File: src/rtl/l2_arbiter.sv
// Shares the single L2 port between I-cache and D-cache misses; whole-line transactions, one at a time.
// Grant registers request one cycle after it is seen in IDLE; resp is combinational from l2_resp.
// Losing requester holds its request until served; `ARB_RR_EN selects round-robin, else D-cache wins ties.
module l2_arbiter (
   input  logic         clk,
   input  logic         rst_n,
   input  logic         i_read,
   input  logic [15:0]  i_address,
   output logic         i_resp,
   output logic [127:0] i_rdata,
   input  logic         d_read,
   input  logic         d_write,
   input  logic [15:0]  d_address,
   input  logic [127:0] d_wdata,
   output logic         d_resp,
   output logic [127:0] d_rdata,
   output logic         l2_read,
   output logic         l2_write,
   output logic [15:0]  l2_address,
   output logic [127:0] l2_wdata,
   input  logic         l2_resp,
   input  logic [127:0] l2_rdata
);

   localparam logic [1:0] IDLE    = 2'd0;
   localparam logic [1:0] SERVE_I = 2'd1;
   localparam logic [1:0] SERVE_D = 2'd2;

   logic [1:0] state;
   logic       i_req;
   logic       d_req;
   logic       grant_i;
   logic       grant_d;

   assign i_req = i_read;
   assign d_req = d_read | d_write;

`ifdef ARB_RR_EN
   // Set when the D-cache won the last grant; reset value makes the I-cache win the first tie.
   logic last_grant_d;

   always_comb begin
      grant_i = i_req & (~d_req | last_grant_d);
      grant_d = d_req & ~grant_i;
   end

   always_ff @(posedge clk) begin
      if (!rst_n) begin
         last_grant_d <= 1'b1;
      end else if (state == IDLE && (grant_i || grant_d)) begin
         last_grant_d <= grant_d;
      end
   end
`else
   always_comb begin
      grant_d = d_req;
      grant_i = i_req & ~d_req;
   end
`endif

   always_ff @(posedge clk) begin
      if (!rst_n) begin
         state      <= IDLE;
         l2_read    <= 1'b0;
         l2_write   <= 1'b0;
         l2_address <= 16'h0;
         l2_wdata   <= 128'h0;
      end else begin
         case (state)
            IDLE: begin
               if (grant_i) begin
                  state      <= SERVE_I;
                  l2_read    <= 1'b1;
                  l2_write   <= 1'b0;
                  l2_address <= i_address;
                  l2_wdata   <= 128'h0;
               end else if (grant_d) begin
                  // A simultaneous read+write is resolved as a writeback.
                  state      <= SERVE_D;
                  l2_read    <= d_read & ~d_write;
                  l2_write   <= d_write;
                  l2_address <= d_address;
                  l2_wdata   <= d_wdata;
               end
            end
            SERVE_I, SERVE_D: begin
               // Dropping the request for one cycle lets the level-sensitive L2 return to idle.
               if (l2_resp) begin
                  state      <= IDLE;
                  l2_read    <= 1'b0;
                  l2_write   <= 1'b0;
                  l2_address <= 16'h0;
               end
            end
            default: begin
               state <= IDLE;
            end
         endcase
      end
   end

   assign i_resp  = (state == SERVE_I) & l2_resp;
   assign d_resp  = (state == SERVE_D) & l2_resp;
   assign i_rdata = l2_rdata;
   assign d_rdata = l2_rdata;

   a_d_rw_exclusive: assert property (@(posedge clk) disable iff (!rst_n) !(d_read && d_write));

endmodule

File: config.mk
export PLATFORM = sky130hd
export DESIGN_NAME = l2_arbiter
export DESIGN_NICKNAME = d
export VERILOG_FILES = /design/src/rtl/l2_arbiter.sv
export SDC_FILE = /design/constraint.sdc
export NUM_CORES = 1
export LEC_CHECK = 0
export CAP_MARGIN = 20
export CORE_AREA = 5 5 268 270
export DETAILED_ROUTE_END_ITERATION = 16
export DIE_AREA = 0 0 273 275
export PLACE_DENSITY_LB_ADDON = 0.1
export RECOVER_POWER = 50
export SYNTH_ARGS = -nofsm -noshare
export SYNTH_HDL_FRONTEND = slang
export SYNTH_SLANG_ARGS = --single-unit
export TNS_END_PERCENT = 5
File: constraint.sdc
create_clock -name clk -period 4.5 [get_ports clk]
set_input_delay 0.675 -clock clk [delete_from_list [all_inputs] [get_ports clk]]
set_output_delay 0.675 -clock clk [all_outputs]
set_load 0.005 [all_outputs]
After elaboration in Yosys (flattened, before gate mapping)
Index checks and enable logic that the tools add are counted.
{"block": "word_totals", "regBits": 148, "elab_cells": 40, "output_inout_bits": 404}
{"block": "op_classes", "n_eq_ne": 4, "n_reduce_logical": 7, "muxes": 17, "n_bitwise": 7}
{"op": "$mux 128", "n": 2}
{"op": "$mux 16", "n": 3}
{"op": "$pmux 16 s2", "n": 1}
{"op": "$mux 2", "n": 3}
{"op": "$mux 1", "n": 5}
{"op": "$and 1x1->1", "n": 4}
{"op": "$pmux 1 s2", "n": 2}
{"op": "$pmux 2 s2", "n": 1}
{"op": "$reduce_and 2->1", "n": 2}
{"op": "$reduce_bool 2->1", "n": 2}
{"op": "$ne 3x3->1 const B", "n": 1}
{"op": "$reduce_and 3->1", "n": 1}
{"op": "$eq 2x1->1 const B", "n": 1}
{"op": "$eq 2x2->1 const B", "n": 1}
{"op": "$logic_not 2->1", "n": 1}
{"op": "$ne 2x2->1 const B", "n": 1}
{"op": "$not 1->1", "n": 2}
{"op": "$reduce_or 2->1", "n": 1}
{"op": "$or 1x1->1", "n": 1}

Depth between registers and ports, before layout
Gate-level depths: netlist of the first run.
{"block": "logic_depth", "word_depth": 5, "depth_mapped": 7}

Worst setup path before layout of the first run
No wires, ideal clock.
{"block": "synth_path", "kind": "input to register", "from": "in rst_n", "to": "reg l2_address[7]", "slack_ps": 2630, "required_ps": 4425, "path_buffers": 3, "arrival_ps": 1795, "stages": 6, "path_cell_list": "buf_2 > inv_2 > or4_1 > buf_2 > buf_6 > o22ai_2"}
{"element": "start: declaration", "line_no": "6", "text": "input logic rst_n,"}
{"element": "end signal: assignment", "line_no": "75", "text": "l2_address <= i_address;"}
{"element": "end signal: assignment", "line_no": "82", "text": "l2_address <= d_address;"}
{"element": "end: declaration", "line_no": "19", "text": "output logic [15:0] l2_address,"}

Final worst setup path of the first run
{"block": "layout_path", "from": "in l2_resp", "to": "out d_resp"}
{"block": "layout_via", "elab_chain_cells": 1}
{"element": "start: declaration", "line_no": "21", "text": "input logic l2_resp,"}
{"element": "$and 1x1->1", "line_no": "103", "text": "assign d_resp = (state == SERVE_D) & l2_resp;"}
{"element": "end: declaration", "line_no": "15", "text": "output logic d_resp,"}
No other way between the ends.

==> flow_summary.yaml, run 1 <==
timing:
  skew_ns: 0.0152
  setup_tns_ns: 0
  drv_slew: 0
  worst_pin_slew_ns: 0.975
  hold_viol: 0
  grt_setup_unrepaired: "no"
  fin_crit_sh_pct: 58.2
  setup_viol: 0
  max_freq_ghz: 0.382
  relSlewSlack_pct: 35.0
  period_needed_ns: 2.62
worst_setup_path:
  worstSetupStartpointType: "primary input"
  crit_top_cell: "clkdlybuf4s50_1"
  path_cells: "clkdlybuf4s50_1 > and2_1 > clkdlybuf4s50_1"
  crit_required_ns: 3.83
  end_kind: "output pin"
  slowest_delay_ns: 0.59
  worst-setup-path-type: "in -> out"
  worstReg2RegEnd: "l2_address[12]"
  critical_path.slowest_cell: "clkdlybuf4s50_1"
  worst-path-max-fanout: 6
  crit_arrival_ns: 1.95
  rrSetupSlack_ns: 2.11
  reg2reg_depth: 5
  r2r_start: "state[0]"
hold_path:
  min_from: "l2_address[9]"
  whs_path_depth: 2
  min_path_type: "reg -> reg"
  whs_endpoint: "l2_address[9]"
yosys:
  synthArstFlopShare_pct: 0
  netlist_area_um2: 7090
  avgSynthCellArea_um2: 8.98
  synth_compound_area_share_pct: 15.9
  yosys_warnings: 0
  synth-xor-area-share_pct: 0
  synthAdderAreaFrac_pct: 0.529
  synthMuxAreaShare_pct: 2.56
  seq_area_frac_synth_pct: 41.8
  synth-seq-cells: 148
  syn-num-nets: 1087
  synth_edf_count: 0
  synth_top_family_by_area: "buffers and inverters"
  synthSimpleGateAreaFrac_pct: 8.81
  yosys_most_used_dff: "dfxtp_1"
  yosysUniqueCellTypes: 29
  syn_inst: 790
clock_tree:
  path_clk_slew_ns: 0.06
  cts_max_level: 4
  cts_buffer_depth: 2
  cts_setup_buffers: 0
  clock_latency_ns: 0.47
  cts_tree: "yes"
  post_cts_resize_count: 0
  numClockSinks: 148
  hold_buffers: 0
  cts_root_buffer: "clkbuf_16"
  cts_buffers: 17
final_layout:
  syn_to_final_growth_pct: 41.2
  nNetsFinal: 1122
  post_route_cells_drive_above_1_share_pct: 5.49
  stdcell_count: 1778
  diodes: 0
  layout_common_cells: "clkdlybuf4s50_1, dfxtp_1, nor2_1, a22oi_1"
  fillers: 7809
  layout_commonest_cell: "clkdlybuf4s50_1"
  final_util_pct: 14.4
floorplan:
  die_x_um: 273
  die_h_um: 275
  ios: 698
  die-area_um2: 75100
  core_area_um2: 69300
  start_util_pct: 10.2
  num_rows: 97
route:
  first_pass_iters: 4
  vias: 5477
  drt-wirelength-per-cell_um: 21.7
  routed_wl_um: 38700
  via_per_inst: 3.08
  drt.antenna.violating_nets: 0
  drc: 0
  first_iter_violations: 231
placed_design:
  dp.cells: 1746
  io_buffers: 313
  dp_hpwl_um: 29100
  gp_congestion: 0.664
grt:
  grt_max_degree: 133
  overflow: 0
  grt_pass1_wl_um: 50700
  track_usage_pct: 9.81
  grt_antenna_before_repair: 6
  grt_pass1_vias: 5909
flow_run:
  max_cap_viol_count: 0
pwr:
  p_per_area_nw_per_um2: 410
  leakage_nw: 3.43
  vdd_drop_max_mv: 0.219
run_status:
  status: "finished, final reports clean"
-- cell type report --
class	count	area (µm²)	share of cell area, %
Multi-Input combinational cell	334	2000	20.0
Inverter	3	13.8	0.137
Sequential cell	148	2960	29.6
Timing Repair Buffer	321	3240	32.4
Clock buffer	19	453	4.52
Tap cell	940	1180	11.8
Clock inverter	13	161	1.61
-- registers in the layout, summed over array words and instances (netlist names) --
name	count
state	2
l2_wdata	128
l2_read	1
l2_address	16
l2_write	1
-- power breakdown --
part           internal, mW  leakage [nW]  switching [mW]
registers              1.45          1.22          0.0765
clock network         0.866         0.297           0.706
logic                 0.526          1.92           0.479
total                  2.84          3.43            1.26
-- how the worst max path moves through the flow --
stage                 start        endpoint  slack (ns)  cells after the start
finish              l2_resp          d_resp        1.88                      3
CTS                 l2_resp          d_resp        1.85                      3
global route        d_write  l2_address[11]        1.78                      4
global placement    d_write  l2_address[12]        1.43                      4
detailed placement  d_write  l2_address[12]        1.42                      4
floorplan             rst_n   l2_address[7]        2.63                      6
-- critical path, delay by kind of cell --
kind / cells / cell delay, ns
buf+inv: 2 / 1.09
simple gates: 1 / 0.17
-- cells in the mapped netlist (2+ instances only) --
| cell | n | area share, % |
|---|---|---|
| clkbuf_1 | 26 | 1.4 |
| dfxtp_1 | 148 | 42 |
| o22ai_1 | 15 | 1.3 |
| ha_1 | 3 | 0.53 |
| nor2b_1 | 2 | 0.18 |
| nand2_1 | 17 | 0.90 |
| a22oi_1 | 128 | 14 |
| a21oi_1 | 5 | 0.35 |
| nor2_1 | 131 | 6.9 |
| and2_1 | 2 | 0.18 |
| inv_1 | 2 | 0.11 |
| buf_4 | 256 | 27 |
| mux2i_1 | 17 | 2.4 |
| o21ai_0 | 3 | 0.21 |
| buf_2 | 21 | 1.5 |
-- routing by layer --
metal	routed length, µm	vias to the layer above	global-route usage [%]
met2	19300	362	16.8
met5	69	-	0
met4	1910	10	5.14
met1	12000	2484	8.52
met3	5380	125	7.04
li1	-	2496	-
-- per-stage QoR --
stage	power, mW	hold WS (ns)	setup WS (ns)	instance area [µm²]
2_1_floorplan	2.13	0.463	2.63	7090
3_3_place_gp	2.62	0.457	1.43	9400
3_5_place_dp	2.61	0.465	1.42	9400
4_1_cts	4.27	0.477	1.85	10000
5_1_grt	4.37	0.498	1.78	10000
6_report	4.11	0.473	1.88	10000
-- cells by family after synthesis --
family,after synthesis
AOI/OAI and AO/OA,155
adders and majority gates,3
buffers and inverters,308
DFF,148
muxes,18
and+or+nand+nor,158
Power figures use the tool's default switching activity.
==> run 2, diff against run 1 <==
==> constraint.sdc (replaced) <==
create_clock -name clk -period 2.5 [get_ports clk]
set_input_delay 0.375 -clock clk [delete_from_list [all_inputs] [get_ports clk]]
set_output_delay 0.375 -clock clk [all_outputs]
set_load 0.005 [all_outputs]
==> flow_summary.yaml, run 2 (synthesis results as in run 1) <==
worst_setup_path:
  worst-path-max-fanout: 3
  r2r_start: "state[0]"
  end_kind: "output pin"
  worstSetupStartpointType: "flip-flop"
  critical_path.slowest_cell: "clkdlybuf4s50_1"
  worst-setup-path-type: "reg -> out"
  crit_required_ns: 2.12
  slowest_delay_ns: 0.44
  path_cells: "inv_1 > ha_1 > and2_1 > clkdlybuf4s50_1"
  crit_arrival_ns: 1.68
  reg2reg_depth: 7
  worstReg2RegEnd: "l2_wdata[26]"
  rrSetupSlack_ns: 0.46
final_layout:
  top_register: "l2_wdata"
  fillers: 7818
  multi_input_area_um2: 1990
  area.sequential_um2: 2960
  reg_top3: "l2_wdata (128), l2_address (16), state (2)"
  nNetsFinal: 1138
  stdcell_count: 1794
  largest_reg_flops: 128
  diodes: 0
  post_route_cells_drive_above_1_share_pct: 6.56
  layout_common_cells: "clkdlybuf4s50_1, dfxtp_1, nor2_1, a22oi_1"
  syn_to_final_growth_pct: 42.6
  layout_commonest_cell: "clkdlybuf4s50_1"
floorplan:
  die-area_um2: 75100
  die_x_um: 273
  num_rows: 97
  start_util_pct: 10.2
  ios: 698
  core_area_um2: 69300
  die_h_um: 275
placed_design:
  gp_congestion: 0.692
  dp.cells: 1762
  dp_hpwl_um: 30700
  io_buffers: 313
clock_tree:
  cts_max_level: 4
  path_clk_slew_ns: 0.06
  cts_setup_buffers: 0
  post_cts_resize_count: 0
  hold_buffers: 0
  cts_buffer_depth: 2
  clock_latency_ns: 0.48
  numClockSinks: 148
  cts_buffers: 17
  cts_root_buffer: "clkbuf_16"
  cts_tree: "yes"
timing:
  skew_ns: 0.0155
  fin_crit_sh_pct: 82.1
  max_freq_ghz: 0.487
  setup_tns_ns: 0
  period_needed_ns: 2.05
  grt_setup_unrepaired: "no"
  drv_slew: 0
  worst_pin_slew_ns: 0.791
  hold-worst-slack_ns: 0.471
  setup_viol: 0
  relSlewSlack_pct: 47.2
  hold_viol: 0
pwr:
  leakage_nw: 3.45
  p_per_area_nw_per_um2: 732
  swShare_pct: 31.0
  share_comb_of_total_power_pct: 25.5
  p_sw_mw: 2.29
  vdd_drop_max_mv: 0.508
  clkPwrFrac_pct: 37.4
  p_seq_share_pct: 37.2
  p_total_mw: 7.40
  internal_power_mw: 5.11
route:
  drt.antenna.violating_nets: 0
  routed_wl_um: 39500
  drt-wirelength-per-cell_um: 22.0
  via_per_inst: 3.10
  drc: 0
  vias: 5562
  first_iter_violations: 239
  first_pass_iters: 4
hold_path:
  min_path_type: "reg -> reg"
  min_from: "l2_address[9]"
  whs_path_depth: 2
  whs_endpoint: "l2_address[9]"
grt:
  track_usage_pct: 10.1
  overflow: 0
  grt_pass1_wl_um: 52200
  grt_antenna_before_repair: 9
  grt_pass1_vias: 6038
  grt_max_degree: 58
run_status:
  status: "finished, final reports clean"
flow_run:
  max_cap_viol_count: 0
-- run 2: how the worst max path moves through the flow --
stage                    end  slack, ns  depth (start not counted)      from
5_1_grt          l2_wdata[8]       0.22                          7  state[0]
2_1_floorplan  l2_address[7]       0.71                          7  state[0]
4_1_cts               d_resp       0.37                          4  state[0]
3_5_place_dp   l2_address[1]       0.19                          6    d_read
3_3_place_gp   l2_address[6]       0.18                          6    d_read
6_report              d_resp       0.45                          4  state[0]
-- run 2: area by class of cell --
class	instances	share of cell area [%]
inverter	3	0.136
multi-input combinational	334	19.6
tap	940	11.6
clock inverter	14	1.63
sequential	148	29.3
clock buffer	18	4.25
timing repair buffer	337	33.4
-- run 2: per-stage QoR --
stage               setup slack [ns]  util, %  area [µm²]
global route                   0.225     14.6       10100
finish                         0.447     14.6       10100
detailed placement             0.193     13.8        9550
global placement               0.183     13.8        9550
floorplan                      0.714        -        7090
CTS                            0.371     14.6       10100
-- run 2: metal layers --
layer	GRT usage, %	wire length [µm]	up-vias
li1	-	-	2520
met1	8.66	12100	2530
met2	17.1	19500	371
met3	7.68	5900	129
met4	5.54	1980	12
met5	0	82	-
-- run 2: power groups by stage --
stage,combinational [mW],sequential [mW],clock [mW]
after floorplan,1.03,2.81,0
after global placement,2.00,2.80,0
after detailed placement,1.98,2.80,0
after CTS,2.00,2.76,2.94
after global routing,2.08,2.79,3.01
final,1.89,2.75,2.77
-- run 2: critical path: cells and delay by family, from the launching register on --
family	cells	cell delay, ns
AND/OR/NAND/NOR	1	0.15
flip-flops	1	0.36
buffers and inverters	2	0.51
adder cells (fa/ha/maj)	1	0.18
